===== src/rtl/cache_pkg.sv =====
// Shared types and encodings for the 2-way set-associative write-back L1 cache controller.
package cache_pkg;

  typedef enum logic [1:0] {
    IDLE      = 2'd0,
    WRITEBACK = 2'd1,
    ALLOCATE  = 2'd2
  } state_t;

  localparam int unsigned NUM_WAYS = 2;

  localparam logic PMEM_ADDR_CPU    = 1'b0;
  localparam logic PMEM_ADDR_VICTIM = 1'b1;

  localparam logic DATAIN_CPU  = 1'b0;
  localparam logic DATAIN_PMEM = 1'b1;

  function automatic logic [NUM_WAYS-1:0] way_onehot(input logic way);
    way_onehot      = '0;
    way_onehot[way] = 1'b1;
  endfunction

endpackage


===== src/rtl/cache_control.sv =====
// Sequencing FSM for the 2-way write-back L1: hit service, victim write-back and line allocate.
module cache_control
  import cache_pkg::*;
(
  input  logic clk,
  input  logic rst_n,
  input  logic mem_read,
  input  logic mem_write,
  output logic mem_resp,
  input  logic hit0,
  input  logic hit1,
  input  logic dirty0,
  input  logic dirty1,
  input  logic lru,
  input  logic pmem_resp,
  output logic pmem_read,
  output logic pmem_write,
  output logic pmem_addr_sel,
  output logic way_sel,
  output logic datain_sel,
  output logic load_data0,
  output logic load_data1,
  output logic load_tag0,
  output logic load_tag1,
  output logic set_valid0,
  output logic set_valid1,
  output logic set_dirty0,
  output logic set_dirty1,
  output logic clr_dirty0,
  output logic clr_dirty1,
  output logic load_lru,
  output logic lru_in
);

  state_t state_q, state_d;

  logic req_s, hit_s, hway_s, victim_dirty_s;
  logic mem_resp_s, pmem_read_s, pmem_write_s, pmem_addr_sel_s;
  logic way_sel_s, datain_sel_s, load_lru_s, lru_in_s;
  logic [NUM_WAYS-1:0] load_data_s, load_tag_s, set_valid_s, set_dirty_s, clr_dirty_s;

  assign req_s          = mem_read | mem_write;
  assign hit_s          = hit0 | hit1;
  // Both ways hitting cannot happen legally; way 0 takes priority.
  assign hway_s         = hit1 & ~hit0;
  assign victim_dirty_s = lru ? dirty1 : dirty0;

  always_ff @(posedge clk or negedge rst_n) begin
    if (!rst_n) begin
      state_q <= IDLE;
    end else begin
      state_q <= state_d;
    end
  end

  always_comb begin
    state_d = state_q;
    case (state_q)
      IDLE: begin
        if (req_s && !hit_s) begin
          state_d = victim_dirty_s ? WRITEBACK : ALLOCATE;
        end else begin
          state_d = IDLE;
        end
      end
      WRITEBACK: begin
        if (pmem_resp) begin
          state_d = ALLOCATE;
        end else begin
          state_d = WRITEBACK;
        end
      end
      // A started fill always completes, even if the CPU has dropped its request.
      ALLOCATE: begin
        if (pmem_resp) begin
          state_d = IDLE;
        end else begin
          state_d = ALLOCATE;
        end
      end
      default: state_d = IDLE;
    endcase
  end

  always_comb begin
    mem_resp_s      = 1'b0;
    pmem_read_s     = 1'b0;
    pmem_write_s    = 1'b0;
    pmem_addr_sel_s = PMEM_ADDR_CPU;
    way_sel_s       = 1'b0;
    datain_sel_s    = DATAIN_CPU;
    load_lru_s      = 1'b0;
    lru_in_s        = 1'b0;
    load_data_s     = '0;
    load_tag_s      = '0;
    set_valid_s     = '0;
    set_dirty_s     = '0;
    clr_dirty_s     = '0;
    case (state_q)
      IDLE: begin
        if (req_s && hit_s) begin
          mem_resp_s = 1'b1;
          load_lru_s = 1'b1;
          lru_in_s   = ~hway_s;
          way_sel_s  = hway_s;
          // Write-or-both counts as a write: merge CPU bytes into the hit way.
          if (mem_write) begin
            load_data_s  = way_onehot(hway_s);
            set_dirty_s  = way_onehot(hway_s);
            datain_sel_s = DATAIN_CPU;
          end else begin
            load_data_s = '0;
          end
        end else begin
          mem_resp_s = 1'b0;
        end
      end
      WRITEBACK: begin
        pmem_write_s    = 1'b1;
        pmem_addr_sel_s = PMEM_ADDR_VICTIM;
        way_sel_s       = lru;
      end
      ALLOCATE: begin
        pmem_read_s     = 1'b1;
        pmem_addr_sel_s = PMEM_ADDR_CPU;
        way_sel_s       = lru;
        datain_sel_s    = DATAIN_PMEM;
        if (pmem_resp) begin
          load_data_s = way_onehot(lru);
          load_tag_s  = way_onehot(lru);
          set_valid_s = way_onehot(lru);
          clr_dirty_s = way_onehot(lru);
        end else begin
          load_data_s = '0;
        end
      end
      default: mem_resp_s = 1'b0;
    endcase
  end

  assign mem_resp      = mem_resp_s;
  assign pmem_read     = pmem_read_s;
  assign pmem_write    = pmem_write_s;
  assign pmem_addr_sel = pmem_addr_sel_s;
  assign way_sel       = way_sel_s;
  assign datain_sel    = datain_sel_s;
  assign load_lru      = load_lru_s;
  assign lru_in        = lru_in_s;
  assign load_data0    = load_data_s[0];
  assign load_data1    = load_data_s[1];
  assign load_tag0     = load_tag_s[0];
  assign load_tag1     = load_tag_s[1];
  assign set_valid0    = set_valid_s[0];
  assign set_valid1    = set_valid_s[1];
  assign set_dirty0    = set_dirty_s[0];
  assign set_dirty1    = set_dirty_s[1];
  assign clr_dirty0    = clr_dirty_s[0];
  assign clr_dirty1    = clr_dirty_s[1];

endmodule


===== config.mk =====
export PLATFORM = sky130hd
export DESIGN_NAME = cache_control
export DESIGN_NICKNAME = d
export VERILOG_FILES = /design/src/rtl/cache_pkg.sv /design/src/rtl/cache_control.sv
export SDC_FILE = /design/constraint.sdc
export NUM_CORES = 1
export LEC_CHECK = 0
export BUFFER_PORTS_ARGS = -buffer_cell sky130_fd_sc_hd__buf_2
export CAP_MARGIN = 20
export CORE_AREA = 2 2 39 41
export CTS_CLUSTER_SIZE = 40
export DETAILED_ROUTE_END_ITERATION = 10
export DIE_AREA = 0 0 41 43
export PLACE_DENSITY = 0.55
export SLEW_MARGIN = 5
export SYNTH_ARGS = -nofsm -noshare
export SYNTH_HDL_FRONTEND = slang
export SYNTH_SLANG_ARGS = --single-unit

===== constraint.sdc =====
create_clock -name clk -period 1.5 [get_ports clk]
set_input_delay 0.3 -clock clk [delete_from_list [all_inputs] [get_ports clk]]
set_output_delay 0.3 -clock clk [all_outputs]
set_load 0.05 [all_outputs]

==> flow_metrics.env, run 1 <==
export IMPL_diodes=0
export IMPL_cts_clk_slew_worst_paths_ns=0.03
export IMPL_grt_max_degree=6
export IMPL_grt_first_pass_wirelength_mm=1.311
export IMPL_hold_slack_ns=0.3892
export IMPL_first_pass_iters=4
export IMPL_synth_area_per_cell_um2=8.508
export IMPL_multiInputGateArea_um2=279.0
export IMPL_worstPathRequired_ns=1.20
export IMPL_die_h_um=43
export IMPL_pwr_share_comb=0.785
export IMPL_regToRegSetupSlack_ns=0.09
export IMPL_slew_viol_final=0
export IMPL_leakagePower_nw=0.3663
export IMPL_reg_top3="state_q: 2 flops"
export IMPL_layout_nets=85
export IMPL_violations="setup timing"
export IMPL_hpwl_um=628.9
export IMPL_setup_slack_ns=-0.2175
export IMPL_drive_gt1_frac=0.8406
export IMPL_rr_startpoint="state_q[0]$_DFF_PN0_"
export IMPL_coreArea_um2=1384
export IMPL_portBuffers=27
export IMPL_rsz0062_at_grt="yes"
export IMPL_reg2reg_depth=5
export IMPL_routedWlPerCell_um=11.12
export IMPL_r2r_end="state_q[1]$_DFF_PN0_"
export IMPL_via_count=371
export IMPL_synth_warning_count=0
export IMPL_cts_root_buffer="clkbuf_4"
export IMPL_numCtsBuffers=3
export IMPL_ys_seq_area_frac=0.1681
export IMPL_synth_top_area_share=0.1765
export IMPL_clock_power_share=0.134
export IMPL_clk_latency_ns=0.22
export IMPL_syn_instance_count=35
export IMPL_fin_crit_ns=1.717
export IMPL_crit_start="state_q[1]$_DFF_PN0_"
export IMPL_cts_tree="yes"
export IMPL_p_sw_mw=0.4061
export IMPL_ant_nets=0
export IMPL_finalInstanceArea_um2=783.3
export IMPL_clock_sinks=2
export IMPL_fmax_mhz=582.3
export IMPL_power_density_nw_per_um2=1119
export IMPL_synth_seq_cells=2
export IMPL_num_io_pins=28
export IMPL_maxCapViolCount=0
export IMPL_final_fill_count=106
export IMPL_slew_headroom=0.8270
export IMPL_overflow=0
export IMPL_ir_drop_mv=0.5923
export IMPL_dieArea_um2=1763
export IMPL_yosysTopAreaCell="buf_4"
export IMPL_placed_area_um2=490.5
export IMPL_synthesis_nets=49
export IMPL_internal_power_mw=0.4704
export IMPL_hold_path_class="in -> async"
export IMPL_outcome="complete, but fails checks"
export IMPL_place_congestion=0.6968
export IMPL_netlist_area_um2=297.8
export IMPL_rows=14
export IMPL_vias_per_cell=4.365
export IMPL_finClkSkew_ns=0.001411
export IMPL_initial_core_util=0.2152
export IMPL_track_usage=0.1094
export IMPL_finalSetupViolCount=14
export IMPL_h_tree_depth=1
export IMPL_finalHoldViolCount=0
export IMPL_regMostFlops="state_q"
export IMPL_cts_buffer_depth=2
export IMPL_ys_types=20
export IMPL_drc_errors=0
export IMPL_regArea_um2=50.05
export IMPL_drt_iter0_drc=2
export IMPL_crit_end="load_data1"
export IMPL_start_kind="flop"
export IMPL_critPathKind="reg -> out"
export IMPL_worst_pin_slew_ns=0.2575
export IMPL_switching_share=0.4633
export IMPL_largest_reg_flops=2
export IMPL_cp_max_fo=3
export IMPL_worst_setup_path_end_kind="output pin"
export IMPL_ys_top_cells_by_area="buf_4 18%, dfrtp_1 17%, ha_1 17%"
export IMPL_syn_to_final_growth_pct=163.0
export IMPL_period_share=1.145
export IMPL_antenna_found_initial=0
export IMPL_drt_wl_total_um=945
export IMPL_pwr_share_seq=0.081
export IMPL_grt_pass1_vias=347
export IMPL_die_w_um=41
export IMPL_arrival_ns=1.42
[power groups by stage]
stage                     Sequential [mW]  Clock, mW  Combinational, mW
after floorplan                    0.0720          0              0.391
after global placement             0.0692          0              0.470
after detailed placement           0.0699          0              0.472
after CTS                          0.0713      0.128              0.657
after global routing               0.0722      0.130              0.723
final                              0.0711      0.117              0.688
[per-layer routing]
layer,global-route usage,part of all wire,vias to the layer above
li1,-,-,183
met1,0.1061,0.31,170
met2,0.2094,0.63,18
met3,0,0.062,0
met4,0.06000,0,0
met5,0,0,-
[final cells by class]
class,count,area share
tap,16,0.02556
multi-input combinational,24,0.3562
timing repair buffer,38,0.5160
sequential,2,0.06390
clock buffer,3,0.02875
inverter,2,0.009585
[placed cells by master, fill, tap and decap left out, types with 2 or more instances in the layout]
master,count
buf_8,15
buf_2,9
buf_6,7
buf_4,6
and3_4,3
ha_4,3
clkbuf_4,3
inv_2,2
o21a_4,2
nor2_4,2
or2_4,2
dfrtp_1,2
[worst min path at each step]
stage	start	end	cells past startpoint
6_report	rst_n	state_q[0]$_DFF_PN0_	2
5_1_grt	rst_n	state_q[1]$_DFF_PN0_	2
4_1_cts	rst_n	state_q[0]$_DFF_PN0_	2
3_5_place_dp	rst_n	state_q[0]$_DFF_PN0_	1
3_3_place_gp	rst_n	state_q[1]$_DFF_PN0_	1
2_1_floorplan	rst_n	state_q[0]$_DFF_PN0_	0
[cells by family (layout without fill, tap and decap cells)]
kind of cell,Yosys count,after routing,synth area share
AOI/OAI and AO/OA,5,5,0.1303
adders and majority gates,4,4,0.1681
buffers and inverters,9,43,0.2017
DFF,2,2,0.1681
muxes,2,2,0.08402
and+or+nand+nor,13,13,0.2480
[worst max-delay path, cell delays in order (launching register included)]
cell     delay, ns
dfrtp_1       0.40
buf_6         0.13
ha_4          0.15
and3_4        0.14
or2_4         0.23
buf_8         0.15
[timing repair]
item,CTS,global route
hold endpoints to repair,2,0
setup endpoints to repair,18,17
hold buffers,1,0
pin swaps,7,1
setup buffers,3,3
gates resized for setup,57,8
[per-stage QoR]
stage               std cells  setup slack, ns  setup TNS [ns]  power, mW    util
finish                     85          -0.2175          -1.625     0.8765  0.5660
global route               85          -0.2567          -2.488     0.9249  0.5660
floorplan                  35          -0.2092          -1.282     0.4634       -
global placement           77          -0.1105         -0.3643     0.5391  0.3544
detailed placement         77          -0.1230         -0.4447     0.5420  0.3544
CTS                        83          -0.2339          -1.721     0.8559  0.5335
[Yosys cell counts]
master   count
mux2_4       1
and2_1       1
and3_2       1
or2_2        1
buf_4        7
nor3_1       1
or2_1        1
a32o_1       1
o22ai_1      1
and3_1       1
inv_1        2
nor2b_1      1
nor2_1       3
and3_4       1
dfrtp_1      2
a22oi_1      1
mux2i_1      1
ha_1         4
nand2_1      2
o21a_1       2
Note: power is estimated with default switching activity, not from simulation.
==> inputs of run 2 (changes only) <==
- RECOVER_POWER: not set -> 25
- REMOVE_ABC_BUFFERS: not set -> 1
- clock period: 1.5 -> 1.6 ns (I/O delays scaled with it)
==> run 2 against run 1 <==
Compared with the run above: the run still ends with setup timing left; utilization fell by 11 points; power shrank 19%; final area shrank 19%; hold slack improved by 0.025 ns; non-clock buffer count shrank 3; combinational power fell by 23%; critical path depth stayed put; cell count shrank 3.5%; sequential cell count unchanged; register-to-register slack improved by 0.19 ns; largest cell class unchanged; largest power group unchanged.
==> flow_metrics.env, run 2 (same netlist as run 1, synthesis figures left out) <==
export IMPL_cp_max_fo=4
export IMPL_slew_viol_final=0
export IMPL_regToRegSetupSlack_ns=0.28
export IMPL_worstPathRequired_ns=1.28
export IMPL_syn_to_final_growth_pct=113.9
export IMPL_finalHoldViolCount=0
export IMPL_cts_clk_slew_worst_paths_ns=0.03
export IMPL_initial_core_util=0.2152
export IMPL_largest_reg_flops=2
export IMPL_clock_power_share=0.159
export IMPL_drc_errors=0
export IMPL_routedWlPerCell_um=10.89
export IMPL_period_share=1.066
export IMPL_final_common_cell="buf_4"
export IMPL_r2r_end="state_q[0]$_DFF_PN0_"
export IMPL_final_fill_count=141
export IMPL_rsz0062_at_grt="yes"
export IMPL_reg_top3="state_q: 2 flops"
export IMPL_grt_pass1_vias=300
export IMPL_h_tree_depth=1
export IMPL_internal_power_mw=0.3562
export IMPL_violations="setup timing"
export IMPL_cts_buffer_depth=2
export IMPL_multiInputGateArea_um2=224.0
export IMPL_setup_slack_ns=-0.1054
export IMPL_fin_crit_ns=1.705
export IMPL_antenna_found_initial=0
export IMPL_rr_startpoint="state_q[1]$_DFF_PN0_"
export IMPL_grt_max_degree=6
export IMPL_drt_iter0_drc=2
export IMPL_switching_share=0.4952
export IMPL_start_kind="flop"
export IMPL_dp_slack_ns=-0.004123
export IMPL_place_congestion=0.6828
export IMPL_grt_first_pass_wirelength_mm=1.173
export IMPL_worst_setup_path_end_kind="output pin"
export IMPL_fmax_mhz=586.4
export IMPL_vias_per_cell=4.317
export IMPL_cts_root_buffer="clkbuf_4"
export IMPL_finalSetupViolCount=10
export IMPL_num_io_pins=28
export IMPL_overflow=0
export IMPL_hold_path_class="in -> async"
export IMPL_p_sw_mw=0.3494
export IMPL_ant_nets=0
export IMPL_finClkSkew_ns=0.004147
export IMPL_cts_tree="yes"
export IMPL_post_route_util=0.4602
export IMPL_arrival_ns=1.39
export IMPL_via_count=354
export IMPL_coreArea_um2=1384
export IMPL_slew_headroom=0.8441
export IMPL_first_pass_iters=3
export IMPL_rows=14
export IMPL_die_w_um=41
export IMPL_numCtsBuffers=3
export IMPL_dieArea_um2=1763
export IMPL_pwr_share_comb=0.748
export IMPL_track_usage=0.09739
export IMPL_clk_latency_ns=0.22
export IMPL_outcome="complete, but fails checks"
export IMPL_drive_gt1_frac=0.7121
export IMPL_pwr_share_seq=0.094
export IMPL_portBuffers=27
export IMPL_power_density_nw_per_um2=1108
export IMPL_final_cell_mix="10 x buf_4, 8 x buf_2, 7 x buf_6"
export IMPL_reg2reg_depth=6
export IMPL_drt_wl_total_um=893
export IMPL_instances_no_fill=82
export IMPL_power_mw=0.7056
export IMPL_layout_nets=82
export IMPL_regArea_um2=50.05
export IMPL_hpwl_um=587.1
export IMPL_worst_pin_slew_ns=0.2320
export IMPL_dp_cells=75
export IMPL_leakagePower_nw=0.3195
export IMPL_ir_drop_mv=0.3963
export IMPL_setup_tns_final_ns=-0.6272
export IMPL_maxCapViolCount=0
export IMPL_clock_sinks=2
export IMPL_critPathKind="reg -> out"
export IMPL_diodes=0
export IMPL_regMostFlops="state_q"
export IMPL_die_h_um=43
-- run 2: cell count changes in the layout (fill, tap and decap cells not counted), moves of 2 or more --
cell / before / now
ha_4: 3 / 1
clkbuf_4: 3 / 5
buf_4: 6 / 10
buf_8: 15 / 6
nor2_4: 2 / 0
-- run 2: power groups by stage --
stage | combinational (mW) | clock, mW | sequential, mW
final | 0.528 | 0.112 | 0.0661
after global routing | 0.560 | 0.126 | 0.0675
after CTS | 0.481 | 0.119 | 0.0663
after detailed placement | 0.394 | 0 | 0.0653
after global placement | 0.391 | 0 | 0.0645
after floorplan | 0.295 | 0 | 0.0649
-- run 2: repair_timing --
item | in CTS | in global routing
setup endpoints to repair | 14 | 16
gates resized for setup | 34 | 17
hold buffers | 1 | 0
pin swaps | 2 | 0
buffers inserted | 1 | 2
hold endpoints to repair | 2 | 0
-- run 2: critical path, stage by stage, from the launching register on --
cell,delay (ns)
dfrtp_1,0.34
inv_2,0.06
ha_2,0.19
and3_4,0.16
or2_1,0.24
buf_6,0.16
-- run 2: layout make-up --
cell class | instances | area share
Sequential cell | 2 | 0.07859
Tap cell | 16 | 0.03143
Multi-Input combinational cell | 24 | 0.3517
Inverter | 2 | 0.01179
Clock buffer | 3 | 0.03536
Timing Repair Buffer | 35 | 0.4912
-- run 2: through the flow --
step           hold slack [ns]  area, µm²
6_report                0.4139      636.9
2_1_floorplan          0.02441      245.2
3_5_place_dp            0.1096      430.4
5_1_grt                 0.4240      636.9
4_1_cts                 0.4028      576.8
3_3_place_gp            0.1068      430.4
-- run 2: per-layer routing --
| layer | GRT usage | wire length [µm] |
|---|---|---|
| met5 | 0 | 0 |
| met4 | 0.04000 | 0 |
| met3 | 0.04712 | 77 |
| met2 | 0.1563 | 517 |
| met1 | 0.1029 | 299 |
-- run 2: worst max path at each step --
stage          depth (start not counted)  slack, ns            startpoint    endpoint
3_5_place_dp                           5     -0.004  state_q[1]$_DFF_PN0_  load_data0
5_1_grt                                6      -0.17  state_q[1]$_DFF_PN0_     way_sel
3_3_place_gp                           5       0.02  state_q[1]$_DFF_PN0_  load_data0
6_report                               5      -0.11  state_q[0]$_DFF_PN0_  load_data1
4_1_cts                                6      -0.13  state_q[1]$_DFF_PN0_     way_sel
2_1_floorplan                          5      -2.54  state_q[0]$_DFF_PN0_  load_data0
